**src/rtl/posit_pkg.sv**
```systemverilog
// Shared definitions for the posit arithmetic unit.
//   state_e       : sequencer states of the iterative divider
//   posit_const() : special encodings (zero, NaR, maxpos, minpos) for an n-bit posit
//   ROUND_MODE    : rounding mode used by the round/encode stage
package posit_pkg;

    typedef enum logic [2:0] {IDLE, LOAD, DIVIDE, ROUND, DONE} state_e;

    typedef enum logic [1:0] {PC_ZERO, PC_NAR, PC_MAXPOS, PC_MINPOS} posit_const_e;

    typedef enum logic {RND_RNE, RND_RTZ} rnd_mode_e;
    localparam rnd_mode_e ROUND_MODE = RND_RNE;

    // Result is 64 bits wide; callers size-cast it down to N.
    function automatic logic [63:0] posit_const(input int n, input posit_const_e kind);
        logic [63:0] r;
        r = '0;
        case (kind)
            PC_NAR:    r = 64'd1 << (n - 1);
            PC_MAXPOS: r = (64'd1 << (n - 1)) - 64'd1;
            PC_MINPOS: r = 64'd1;
            default:   r = '0;
        endcase
        return r;
    endfunction

endpackage

```
**src/rtl/Data_Extraction.sv**
```systemverilog
// Posit operand decode shared by the multiplier and the divider.
//   i_in    : posit word
//   o_sign  : sign bit
//   o_k     : signed regime value
//   o_exp   : exponent field (missing bits read as 0)
//   o_mant  : N-bit mantissa, hidden 1 in the MSB
//   o_nar   : operand is NaR
//   o_zero  : operand is zero
// o_k/o_exp/o_mant are meaningless when o_nar or o_zero is set.
module Data_Extraction
    import posit_pkg::*;
#(
    parameter int N  = 32,
    parameter int ES = 4,
    parameter int RS = $clog2(N)
) (
    input  logic                 [N-1:0]  i_in,
    output logic                          o_sign,
    output logic signed          [RS+1:0] o_k,
    output logic                 [ES-1:0] o_exp,
    output logic                 [N-1:0]  o_mant,
    output logic                          o_nar,
    output logic                          o_zero
);

    localparam logic [N-1:0] NAR = N'(posit_const(N, PC_NAR));
    localparam logic signed [RS+1:0] KONE = (RS+2)'(1);

    logic [N-2:0]    w_xin;
    logic            w_rc;
    logic [RS:0]     w_run;
    logic            w_stop;
    logic [RS:0]     w_shamt;
    logic [N-2:0]    w_body;
    logic signed [RS+1:0] w_kpos;

    assign o_sign = i_in[N-1];
    assign o_nar  = (i_in == NAR);
    assign o_zero = (i_in == '0);

    // Magnitude below the sign bit; only the low N-1 bits of -in are needed.
    assign w_xin = o_sign ? (~i_in[N-2:0] + (N-1)'(1)) : i_in[N-2:0];
    assign w_rc  = w_xin[N-2];

    // Regime run length: identical bits starting right below the sign.
    always_comb begin
        w_run  = '0;
        w_stop = 1'b0;
        for (int i = N - 2; i >= 0; i--) begin
            if (!w_stop) begin
                if (w_xin[i] == w_rc) w_run = w_run + (RS+1)'(1);
                else                  w_stop = 1'b1;
            end
        end
    end

    assign w_kpos  = $signed({1'b0, w_run});
    assign o_k     = w_rc ? (w_kpos - KONE) : -w_kpos;

    // Drop run plus terminator; exponent then fraction are left-aligned.
    assign w_shamt = w_run + (RS+1)'(1);
    assign w_body  = w_xin << w_shamt;
    assign o_exp   = w_body[N-2 -: ES];
    assign o_mant  = {1'b1, w_body[N-2-ES:0], {ES{1'b0}}};

endmodule

```
**src/rtl/posit_mant_div.sv**
```systemverilog
// Restoring mantissa divider, one quotient bit per step.
//   i_load     : latch dividend/divisor, clear quotient and counter
//   i_step     : perform one trial subtraction
//   i_dividend : N-bit mantissa in [1,2)
//   i_divisor  : N-bit mantissa in [1,2)
//   o_quot     : N+2-bit quotient, 1 integer bit + N+1 fraction bits
//   o_rem_nz   : final remainder nonzero (sticky source)
//   o_done     : high during the last step (counter == N+1)
module posit_mant_div #(
    parameter int N = 32
) (
    input  logic           clk,
    input  logic           rst,
    input  logic           i_load,
    input  logic           i_step,
    input  logic [N-1:0]   i_dividend,
    input  logic [N-1:0]   i_divisor,
    output logic [N+1:0]   o_quot,
    output logic           o_rem_nz,
    output logic           o_done
);

    localparam int CW = $clog2(N + 2);

    logic [N:0]    r_rem;
    logic [N-1:0]  r_div;
    logic [N+1:0]  r_quot;
    logic [CW-1:0] r_cnt;

    logic [N+1:0]  w_sub;
    logic          w_ge;
    logic [N:0]    w_rem_nxt;

    // Remainder stays below 2*divisor, so N+1 bits plus a borrow bit suffice.
    assign w_sub     = {1'b0, r_rem} - {2'b00, r_div};
    assign w_ge      = ~w_sub[N+1];
    assign w_rem_nxt = (w_ge ? w_sub[N:0] : r_rem) << 1;

    always_ff @(posedge clk) begin
        if (rst) begin
            r_rem  <= '0;
            r_div  <= '0;
            r_quot <= '0;
            r_cnt  <= '0;
        end else if (i_load) begin
            r_rem  <= {1'b0, i_dividend};
            r_div  <= i_divisor;
            r_quot <= '0;
            r_cnt  <= '0;
        end else if (i_step) begin
            r_rem  <= w_rem_nxt;
            r_quot <= {r_quot[N:0], w_ge};
            r_cnt  <= r_cnt + CW'(1);
        end
    end

    assign o_quot   = r_quot;
    assign o_rem_nz = |r_rem;
    assign o_done   = i_step && (r_cnt == CW'(N + 1));

endmodule

```
**src/rtl/posit_div_seq.sv**
```systemverilog
// Iterative posit divider: OUT = IN1 / IN2.
//   clk, rst   : clock, synchronous active-high reset
//   start      : request, sampled in IDLE only; IN1/IN2 captured then
//   OUT        : quotient, held until the next result
//   valid      : one-cycle pulse when OUT is new
//   busy       : state != IDLE
//   div_zero   : pulses with valid when IN2 was zero
// Normal latency N+5 cycles from the start cycle, specials 2 cycles.
module posit_div_seq
    import posit_pkg::*;
#(
    parameter int N  = 32,
    parameter int ES = 4,
    parameter int RS = $clog2(N)
) (
    input  logic         clk,
    input  logic         rst,
    input  logic         start,
    input  logic [N-1:0] IN1,
    input  logic [N-1:0] IN2,
    output logic [N-1:0] OUT,
    output logic         valid,
    output logic         busy,
    output logic         div_zero
);

    localparam int SW = RS + ES + 3;   // signed scale width
    localparam int XW = N + ES + 3;    // regime seed + exponent + fraction
    localparam int PW = XW + N;        // room for the regime shift
    localparam logic [N-1:0] NAR    = N'(posit_const(N, PC_NAR));
    localparam logic [N-1:0] ZERO   = N'(posit_const(N, PC_ZERO));
    localparam logic [N-1:0] MAXPOS = N'(posit_const(N, PC_MAXPOS));
    localparam logic [N-1:0] MINPOS = N'(posit_const(N, PC_MINPOS));
    localparam logic signed [SW-1:0] KMAX = SW'(N - 2);
    localparam logic signed [SW-1:0] KMIN = -KMAX;

    state_e        r_state;
    logic [N-1:0]  r_in1, r_in2, r_out;
    logic          r_valid, r_dz;

    logic                 w_s1, w_s2, w_nar1, w_nar2, w_z1, w_z2;
    logic signed [RS+1:0] w_k1, w_k2;
    logic [ES-1:0]        w_e1, w_e2;
    logic [N-1:0]         w_m1, w_m2;
    logic [N+1:0]         w_quot;
    logic                 w_rem_nz, w_div_done, w_load, w_step;

    Data_Extraction #(.N(N), .ES(ES), .RS(RS)) u_dec1 (
        .i_in(r_in1), .o_sign(w_s1), .o_k(w_k1), .o_exp(w_e1),
        .o_mant(w_m1), .o_nar(w_nar1), .o_zero(w_z1));

    Data_Extraction #(.N(N), .ES(ES), .RS(RS)) u_dec2 (
        .i_in(r_in2), .o_sign(w_s2), .o_k(w_k2), .o_exp(w_e2),
        .o_mant(w_m2), .o_nar(w_nar2), .o_zero(w_z2));

    assign w_load = (r_state == LOAD);
    assign w_step = (r_state == DIVIDE);

    posit_mant_div #(.N(N)) u_mdiv (
        .clk(clk), .rst(rst), .i_load(w_load), .i_step(w_step),
        .i_dividend(w_m1), .i_divisor(w_m2), .o_quot(w_quot),
        .o_rem_nz(w_rem_nz), .o_done(w_div_done));

    // Scale and normalization: quotient lies in (0.5, 2), one shift at most.
    logic signed [SW-1:0] w_sc1, w_sc2, w_scale, w_kr;
    logic                 w_qshift;
    logic [N:0]           w_frac;

    assign w_sc1    = $signed({w_k1[RS+1], w_k1, w_e1});
    assign w_sc2    = $signed({w_k2[RS+1], w_k2, w_e2});
    assign w_qshift = ~w_quot[N+1];
    assign w_scale  = w_sc1 - w_sc2 - $signed({{(SW-1){1'b0}}, w_qshift});
    assign w_frac   = w_qshift ? {w_quot[N-1:0], 1'b0} : w_quot[N:0];
    assign w_kr     = w_scale >>> ES;

    // Encode: seed 10 (k>=0) or 01 (k<0), arithmetic shift replicates the
    // leading bit to build the regime run; shift is k or -k-1 (= ~k).
    logic [SW-1:0]        w_sh;
    logic [XW-1:0]        w_x;
    logic signed [PW-1:0] w_y;
    logic [N-2:0]         w_body;
    logic                 w_guard, w_stk, w_up;
    logic [N-1:0]         w_rnd, w_mag, w_result;

    assign w_sh    = w_kr[SW-1] ? ~w_kr : w_kr;
    assign w_x     = {(w_kr[SW-1] ? 2'b01 : 2'b10), w_scale[ES-1:0], w_frac};
    assign w_y     = $signed({w_x, {N{1'b0}}}) >>> w_sh;
    assign w_body  = w_y[PW-1 -: N-1];
    assign w_guard = w_y[PW-N];
    assign w_stk   = (|w_y[PW-N-1:0]) | w_rem_nz;
    assign w_up    = (ROUND_MODE == RND_RNE) ? (w_guard & (w_body[0] | w_stk)) : 1'b0;
    assign w_rnd   = {1'b0, w_body} + N'(w_up);

    // Round-up carry into the sign position would give NaR: clamp instead.
    assign w_mag    = ((w_kr > KMAX) || w_rnd[N-1]) ? MAXPOS :
                      (w_kr < KMIN)                 ? MINPOS : w_rnd;
    assign w_result = (w_s1 ^ w_s2) ? -w_mag : w_mag;

    always_ff @(posedge clk) begin
        if (rst) begin
            r_state <= IDLE;
            r_in1   <= '0;
            r_in2   <= '0;
            r_out   <= '0;
            r_valid <= 1'b0;
            r_dz    <= 1'b0;
        end else begin
            r_valid <= 1'b0;
            r_dz    <= 1'b0;
            case (r_state)
                IDLE: if (start) begin
                    r_in1   <= IN1;
                    r_in2   <= IN2;
                    r_state <= LOAD;
                end
                LOAD: begin
                    if (w_nar1 || w_nar2) begin
                        r_out <= NAR; r_valid <= 1'b1; r_state <= DONE;
                    end else if (w_z2) begin
                        r_out <= NAR; r_dz <= 1'b1; r_valid <= 1'b1; r_state <= DONE;
                    end else if (w_z1) begin
                        r_out <= ZERO; r_valid <= 1'b1; r_state <= DONE;
                    end else begin
                        r_state <= DIVIDE;
                    end
                end
                DIVIDE: if (w_div_done) r_state <= ROUND;
                ROUND: begin
                    r_out   <= w_result;
                    r_valid <= 1'b1;
                    r_state <= DONE;
                end
                DONE:    r_state <= IDLE;
                default: r_state <= IDLE;
            endcase
        end
    end

    assign OUT      = r_out;
    assign valid    = r_valid;
    assign div_zero = r_dz;
    assign busy     = (r_state != IDLE);

endmodule

```
**config.mk**
```make
export PLATFORM = sky130hd
export DESIGN_NAME = posit_div_seq
export DESIGN_NICKNAME = d
export VERILOG_FILES = /design/src/rtl/posit_pkg.sv /design/src/rtl/Data_Extraction.sv /design/src/rtl/posit_mant_div.sv /design/src/rtl/posit_div_seq.sv
export SDC_FILE = /design/constraint.sdc
export NUM_CORES = 1
export LEC_CHECK = 0
export BUFFER_PORTS_ARGS = -buffer_cell sky130_fd_sc_hd__buf_2
export CAP_MARGIN = 10
export CORE_MARGIN = 2
export CORE_UTILIZATION = 44
export CTS_CLUSTER_DIAMETER = 150
export DETAILED_ROUTE_END_ITERATION = 8
export PLACE_DENSITY = 0.66
export SETUP_SLACK_MARGIN = 0.4
export SYNTH_ARGS = -nofsm -noshare
export SYNTH_HDL_FRONTEND = slang
export SYNTH_HIERARCHICAL = 1
export SYNTH_SLANG_ARGS = --single-unit
export TNS_END_PERCENT = 10
```
**constraint.sdc**
```tcl
create_clock -name clk -period 36.5 [get_ports clk]
set_clock_uncertainty 0.15 [all_clocks]
set_input_delay 3.65 -clock clk [delete_from_list [all_inputs] [get_ports clk]]
set_output_delay 3.65 -clock clk [all_outputs]
set_load 0.03 [all_outputs]
```
; Word level (Yosys, flattened, before mapping)
; Cells that the tools add are included.
[word_totals]
romBits = 0
latchBits = 0
ramBits = 0
input_bits = 67
wordCells = 441
n_memories = 0
output_inout_bits = 35
reg_bits = 201
[op_classes]
mul = 0
eq_ne = 69
magnitude_cmp = 2
mux = 258
n_reduce_logical = 16
addsub = 72
div_mod_pow = 0
n_bitwise = 10
shifts = 3
[ops]
columns = operator, n
row1 = $mux 6, 116
row2 = $add 6x1->6 const B, 59
row3 = $mux 32, 9
row4 = $mux 1, 116
row5 = $sshr 71x12->71, 1
row6 = $eq 32x32->1 const B, 2
row7 = $logic_not 32->1, 2
row8 = $pmux 32 s2, 1
row9 = $add 31x1->31 const B, 2
row10 = $mux 31, 2
row11 = $not 31->31, 2
row12 = $shl 31x6->31, 2
row13 = $eq 1x1->1, 60
row14 = $reduce_or 39->1, 1
row15 = $sub 33x32->34, 1
row16 = $mux 33, 1
row17 = $add 31x1->32, 1
row18 = $neg 32->32, 1
row19 = $reduce_or 32->1, 1
row20 = $mux 3, 5
row21 = $mux 7, 2
row22 = $neg 6->7, 2
row23 = $sub 6x1->7 const B, 2
row24 = $mux 12, 1
row25 = 26 further kinds, 38

; Depth between registers and ports, before layout
[depth]
ltp_word = 109
ltp_mapped = 139
mapped_depth_nobuf = 129

; Cells and area by module
; The synthesis kept the hierarchy.
[by_module_without_submodules]
columns = module, area_per_inst_um2, cells_per_inst, seq_area_each_um2, n_inst
row1 = posit_div_seq, 11250.8, 1596, 2021.9, 1
row2 = Data_Extraction (u_dec1), 7500.9, 1150, 0.0, 1
row3 = Data_Extraction (u_dec2), 7349.5, 1093, 0.0, 1
row4 = posit_mant_div, 6249.7, 745, 2102.0, 1

; Least setup slack after synthesis
; OpenSTA, ideal clock, no wires.
[synth_timing]
path_kind = register to register
from = register r_in2[0]
to = register r_out[30], in the netlist OUT[30]
setup_time_ns = 0.124
required_ns = 36.226
path_buffers = 14
t_arrival_ns = 25.958
stages_incl_launch_ff = 134
synth_period_minus_slack_ns = 26.232
path_slack_ns = 10.268
path_cell_list = dfxtp_1 > clkbuf_1 > inv_1 > ha_1 > or3b_2 > or2_1 > buf_2 > o41ai_4 > xnor2_1 > clkbuf_1 > nand2_1 > o22ai_1 > inv_1 > ha_1 > a21o_1 > ha_1 > o21a_1 > ha_1 > [98 not listed] > nand2_1 > clkbuf_1 > o21ai_0 > and3_1 > and4_1 > buf_4 > nand4b_1 > nand2_1 > clkbuf_1 > nor3b_1 > ha_1 > o211a_1 > nand4_1 > nor3_4 > nand3_1 > o41ai_1 > xor2_1 > o21ai_1
[synth_between]
elab_chain_len = 109
elab_cells_between_ends = 208
cone_classes = add/sub (37) / order compare (2) / eq/ne (32) / shift (2) / mux (125) / bitwise (5) / reduce/logical (5)
[synth_lines]
columns = element, line_no
row1 = start: declaration, posit_div_seq.sv:38  ; logic [N-1:0] r_in1, r_in2, r_out;
row2 = start signal: assignment, posit_div_seq.sv:103  ; r_in2 <= '0;
row3 = start signal: assignment, posit_div_seq.sv:113  ; r_in2 <= IN2;
row4 = $not 31->31, Data_Extraction.sv:42  ; assign w_xin = o_sign ? (~i_in[N-2:0] + (N-1)'(1)) : i_in[N-2:0];
row5 = $add 31x1->31, Data_Extraction.sv:42
row6 = $mux 31 (*), Data_Extraction.sv:42
row7 = $eq 1x1->1, Data_Extraction.sv:51  ; if (w_xin[i] == w_rc) w_run = w_run + (RS+1)'(1);
row8 = $mux 2, Data_Extraction.sv:51
row9 = $add 2x1->3, Data_Extraction.sv:51
row10 = $mux 6, Data_Extraction.sv:51
row11 = $mux 6, Data_Extraction.sv:50  ; if (!w_stop) begin
row12 = [86 not listed], -
row13 = named net w_e2[0], posit_div_seq.sv:43  ; logic [ES-1:0] w_e1, w_e2;
row14 = [7 not listed], -
row15 = $or 1x1->1, posit_div_seq.sv:91  ; assign w_up = (ROUND_MODE == RND_RNE) ? (w_guard & (w_body[0] | w_stk)) : 1'b0;
row16 = $and 1x1->1, posit_div_seq.sv:91
row17 = $add 31x1->32, posit_div_seq.sv:92  ; assign w_rnd = {1'b0, w_body} + N'(w_up);
row18 = $mux 32 / $logic_or 1x1->1 (equally long branches), "posit_div_seq.sv:96, posit_div_seq.sv:95"
row19 = $mux 32 (*), posit_div_seq.sv:95  ; assign w_mag = ((w_kr > KMAX) || w_rnd[N-1]) ? MAXPOS :
row20 = $neg 32->32, posit_div_seq.sv:97  ; assign w_result = (w_s1 ^ w_s2) ? -w_mag : w_mag;
row21 = $mux 32 (*), posit_div_seq.sv:97
row22 = $pmux 32 s2 (*), posit_div_seq.sv:110  ; case (r_state)
row23 = end signal: assignment, posit_div_seq.sv:129  ; r_out <= w_result;
row24 = end: declaration, posit_div_seq.sv:38
; Mark *: on every way through the listed nets, which the timed path passes. The rest lies on a longest branch.
; A chain may end at the register's enable or synchronous reset.

; Worst setup path after layout
[layout_timing]
from = register r_in1[0]
to = register r_out[31], in the netlist OUT[31]
[layout_between]
elab_chain_len = 109
elab_cells_between_ends = 207
cone_classes = add/sub (37) / order compare (2) / eq/ne (32) / shift (2) / mux (124) / bitwise (5) / reduce/logical (5)
[layout_lines]
columns = element, line_no
row1 = start: declaration, posit_div_seq.sv:38
row2 = start signal: assignment, posit_div_seq.sv:102  ; r_in1 <= '0;
row3 = start signal: assignment, posit_div_seq.sv:112  ; r_in1 <= IN1;
row4 = $not 31->31, Data_Extraction.sv:42
row5 = $add 31x1->31, Data_Extraction.sv:42
row6 = $mux 31 (*), Data_Extraction.sv:42
row7 = $eq 1x1->1, Data_Extraction.sv:51
row8 = $mux 2, Data_Extraction.sv:51
row9 = $add 2x1->3, Data_Extraction.sv:51
row10 = $mux 6, Data_Extraction.sv:51
row11 = $mux 6, Data_Extraction.sv:50
row12 = [86 not listed], -
row13 = named net w_e1[1], posit_div_seq.sv:43
row14 = [7 not listed], -
row15 = $or 1x1->1, posit_div_seq.sv:91
row16 = $and 1x1->1, posit_div_seq.sv:91
row17 = $add 31x1->32, posit_div_seq.sv:92
row18 = $mux 32 / $logic_or 1x1->1 (equally long branches), "posit_div_seq.sv:96, posit_div_seq.sv:95"
row19 = $mux 32 (*), posit_div_seq.sv:95
row20 = $neg 32->32, posit_div_seq.sv:97
row21 = $mux 32 (*), posit_div_seq.sv:97
row22 = $pmux 32 s2 (*), posit_div_seq.sv:110
; Marked as above.

==> key figures <==
Setup path
  • Worst EP arrival: 31200 ps
  • Worst Setup SP: r_in1[0]
  • Critical path startpoint category: flop
  • Crit-path max cell delay: 790 ps
  • Req. time, crit path: 36820 ps
  • Critical path class: flop to flop
  • Critical Path End Type: flop
  • Worst-path fanout max: 29
  • Slowest CP cell: xnor2_2
  • CP top delay family: compound AO/OA/AOI/OAI gates
  • Most Frequent Cell on Critical Path: ha_1
  • RR Startpoint: r_in1[0]
  • Crit path buf inv count: 9

Timing
  • # setup viols final: 0
  • Max_slew headroom: 0.202
  • Final Max Slew Viols: 0
  • Crit path time final: 30880 ps
  • Fmax: 0.0324 GHz
  • Final period util: 0.846
  • Slew of the pin with the lowest slew margin: 1190 ps
  • RSZ-0062 raised after global routing: no
  • Setup TNS: 0 ps
  • Final hold vios: 0

GRT
  • Initial antenna violation count: 0
  • Vias in the first global route: 32.0k
  • Final global-route overflow total: 0
  • Total track usage: 0.285
  • First-pass GRT wire length: 178000 um
  • Largest net degree at the start of global routing: 77

Clock network
  • Max Root-Sink Buffers: 3
  • Number of hold buffers added after cts: 0
  • Clock slew at reported path FFs: 60 ps
  • CTS Root Cell: clkbuf_16
  • Clock latency on the worst-skew pair: 590 ps
  • Max H-tree Level: 1
  • CTS tree: yes
  • Num Clock Sinks: 206
  • CTS buffer count: 25
  • Post-CTS resize count: 0
  • Postcts setup bufs: 0

Synthesis
  • Post-synth EDFFs: 0
  • Sequential area share after synthesis: 0.127
  • Synthesis warning total: 6
  • Ranking of synthesized cells by area: dfxtp_1, nand2_1, mux2i_1
  • Post-synth ARST share: 0
  • Synth area leader: dfxtp_1
  • Syn Area/Cell: 7.06 um^2
  • Syn Inst Count: 4584
  • Synth cell types: 152
  • Synth Cell Area: 32400 um^2
  • Yosys reg bits: 206
  • Post-synth top area share: 0.127
  • Count leader, synth: nand2_1
  • Synth cell count leaders: nand2_1, nor2_1, a21oi_1
  • Top_reg_cell synth: dfxtp_1

Placed design
  • Buffers added on ports: 101
  • Hpwl dp: 85700 um
  • Gpl congestion: 1.00
  • Placed cells: 5426

Cells and area
  • Final Non-Filler Cells: 5473
  • P&R area growth vs syn: 5.72%
  • Ant. Diodes: 0
  • Fill cells: 7490
  • Final #Nets: 4682
  • Layout cells sized above 1: 0.109

Floorplanning
  • Die height: 275 um
  • Starting Density: 0.444
  • Die width: 275 um
  • Number of I/O pins: 102
  • DIE AREA: 75700 um^2
  • Core outline area: 72800 um^2
  • FP Rows: 99

Min path
  • Hold path startpoint: OUT[13]
  • HP Class: flop to flop

Routing
  • Routed WL per cell: 20.4 um
  • Routed vias: 34.9k
  • Post-route ant nets: 0
  • Routed wire length: 112000 um
  • DRT Pass-1 Iters: 6
  • 1st-iter DRT viols: 3438
  • Vias/cell: 6.38
  • DR DRC count: 0

Run
  • Max_cap viols: 0

Status
  • Status: complete, no violations
-- cells by family (layout without fill, tap and decap cells) --
group	after synthesis	after routing	synth area share
AO/OA/AOI/OAI	1343	1343	0.292
XOR/XNOR	323	323	0.105
adder cells (fa/ha/maj)	120	120	0.0470
buffers and inverters	443	367	0.0615
flip-flops	206	206	0.127
multiplexers	258	258	0.0835
other	4	10	0.000464
AND/OR/NAND/NOR	1887	1887	0.283
-- state kept, by name (all words and copies together) (netlist names) --
| signal | count |
|---|---|
| r_in1 | 32 |
| valid | 1 |
| r_in2 | 32 |
| u_mdiv/r_rem | 33 |
| r_state | 3 |
| u_mdiv/o_quot | 34 |
| u_mdiv/r_div | 32 |
| OUT | 32 |
| div_zero | 1 |
| u_mdiv/r_cnt | 6 |
-- routing by layer --
metal / vias up / share of wire / global-route usage
met4: 0 / 0.043 / 0.117
li1: 16700 / - / -
met1: 16500 / 0.45 / 0.393
met3: 257 / 0.064 / 0.0291
met2: 1401 / 0.44 / 0.451
met5: - / 0 / 0
-- cells in the final DEF, fill, tap and decap left out, drive strengths merged, types with 35 or more instances in the layout --
master and n:
nand3 178, buf 164, inv 155, nand2 619, a21o 53, and3 36, mux2i 209, a21oi 331
ha 116, or3 46, o21ai 265, nor4 72, nor2 484, o211ai 111, nand4 63, o31ai 43
and2 53, o22ai 46, a211oi 51, dfxtp 206, mux2 46, xor2 98, xnor2 201, a31oi 58
or2 35, nor3 139
-- final timing paths --
kind	slack [ps]	depth (start not counted)	to
worst min register to register	300	1	OUT[13]
worst max register to register	5620	119	OUT[31]
worst max-delay path	5620	119	OUT[31]
worst min-delay path	300	1	OUT[13]
-- final cells by class --
type / instances / area (um^2) / area share
clock buffers: 34 / 719 / 0.0210
well taps: 959 / 1200 / 0.0351
clock inverters: 11 / 180 / 0.00527
multi-input cells: 3941 / 26400 / 0.771
inverters: 158 / 594 / 0.0174
repair buffers: 164 / 997 / 0.0292
flip-flops and latches: 206 / 4130 / 0.121
-- metrics by stage --
step	setup WS, ps	utilization	cell area [um^2]	hold slack (ps)
3_3_place_gp	6370	0.457	33300	285
4_1_cts	6080	0.469	34200	298
6_report	5620	0.470	34200	296
3_5_place_dp	6190	0.457	33300	284
5_1_grt	3690	0.470	34200	333
2_1_floorplan	10270	-	32400	283
-- worst reg2reg max path, delay by kind of cell, from the launching register on --
kind	cells	cell delay [ps]
simple gates	27	6060
xor+xnor	2	990
flops	1	410
compound gates	43	9930
fa+ha+maj	29	8540
mux	9	2820
buf+inv	9	1880
Power is not shown: default switching activity piles up to over one toggle a cycle in this logic, so the estimate is an artifact.
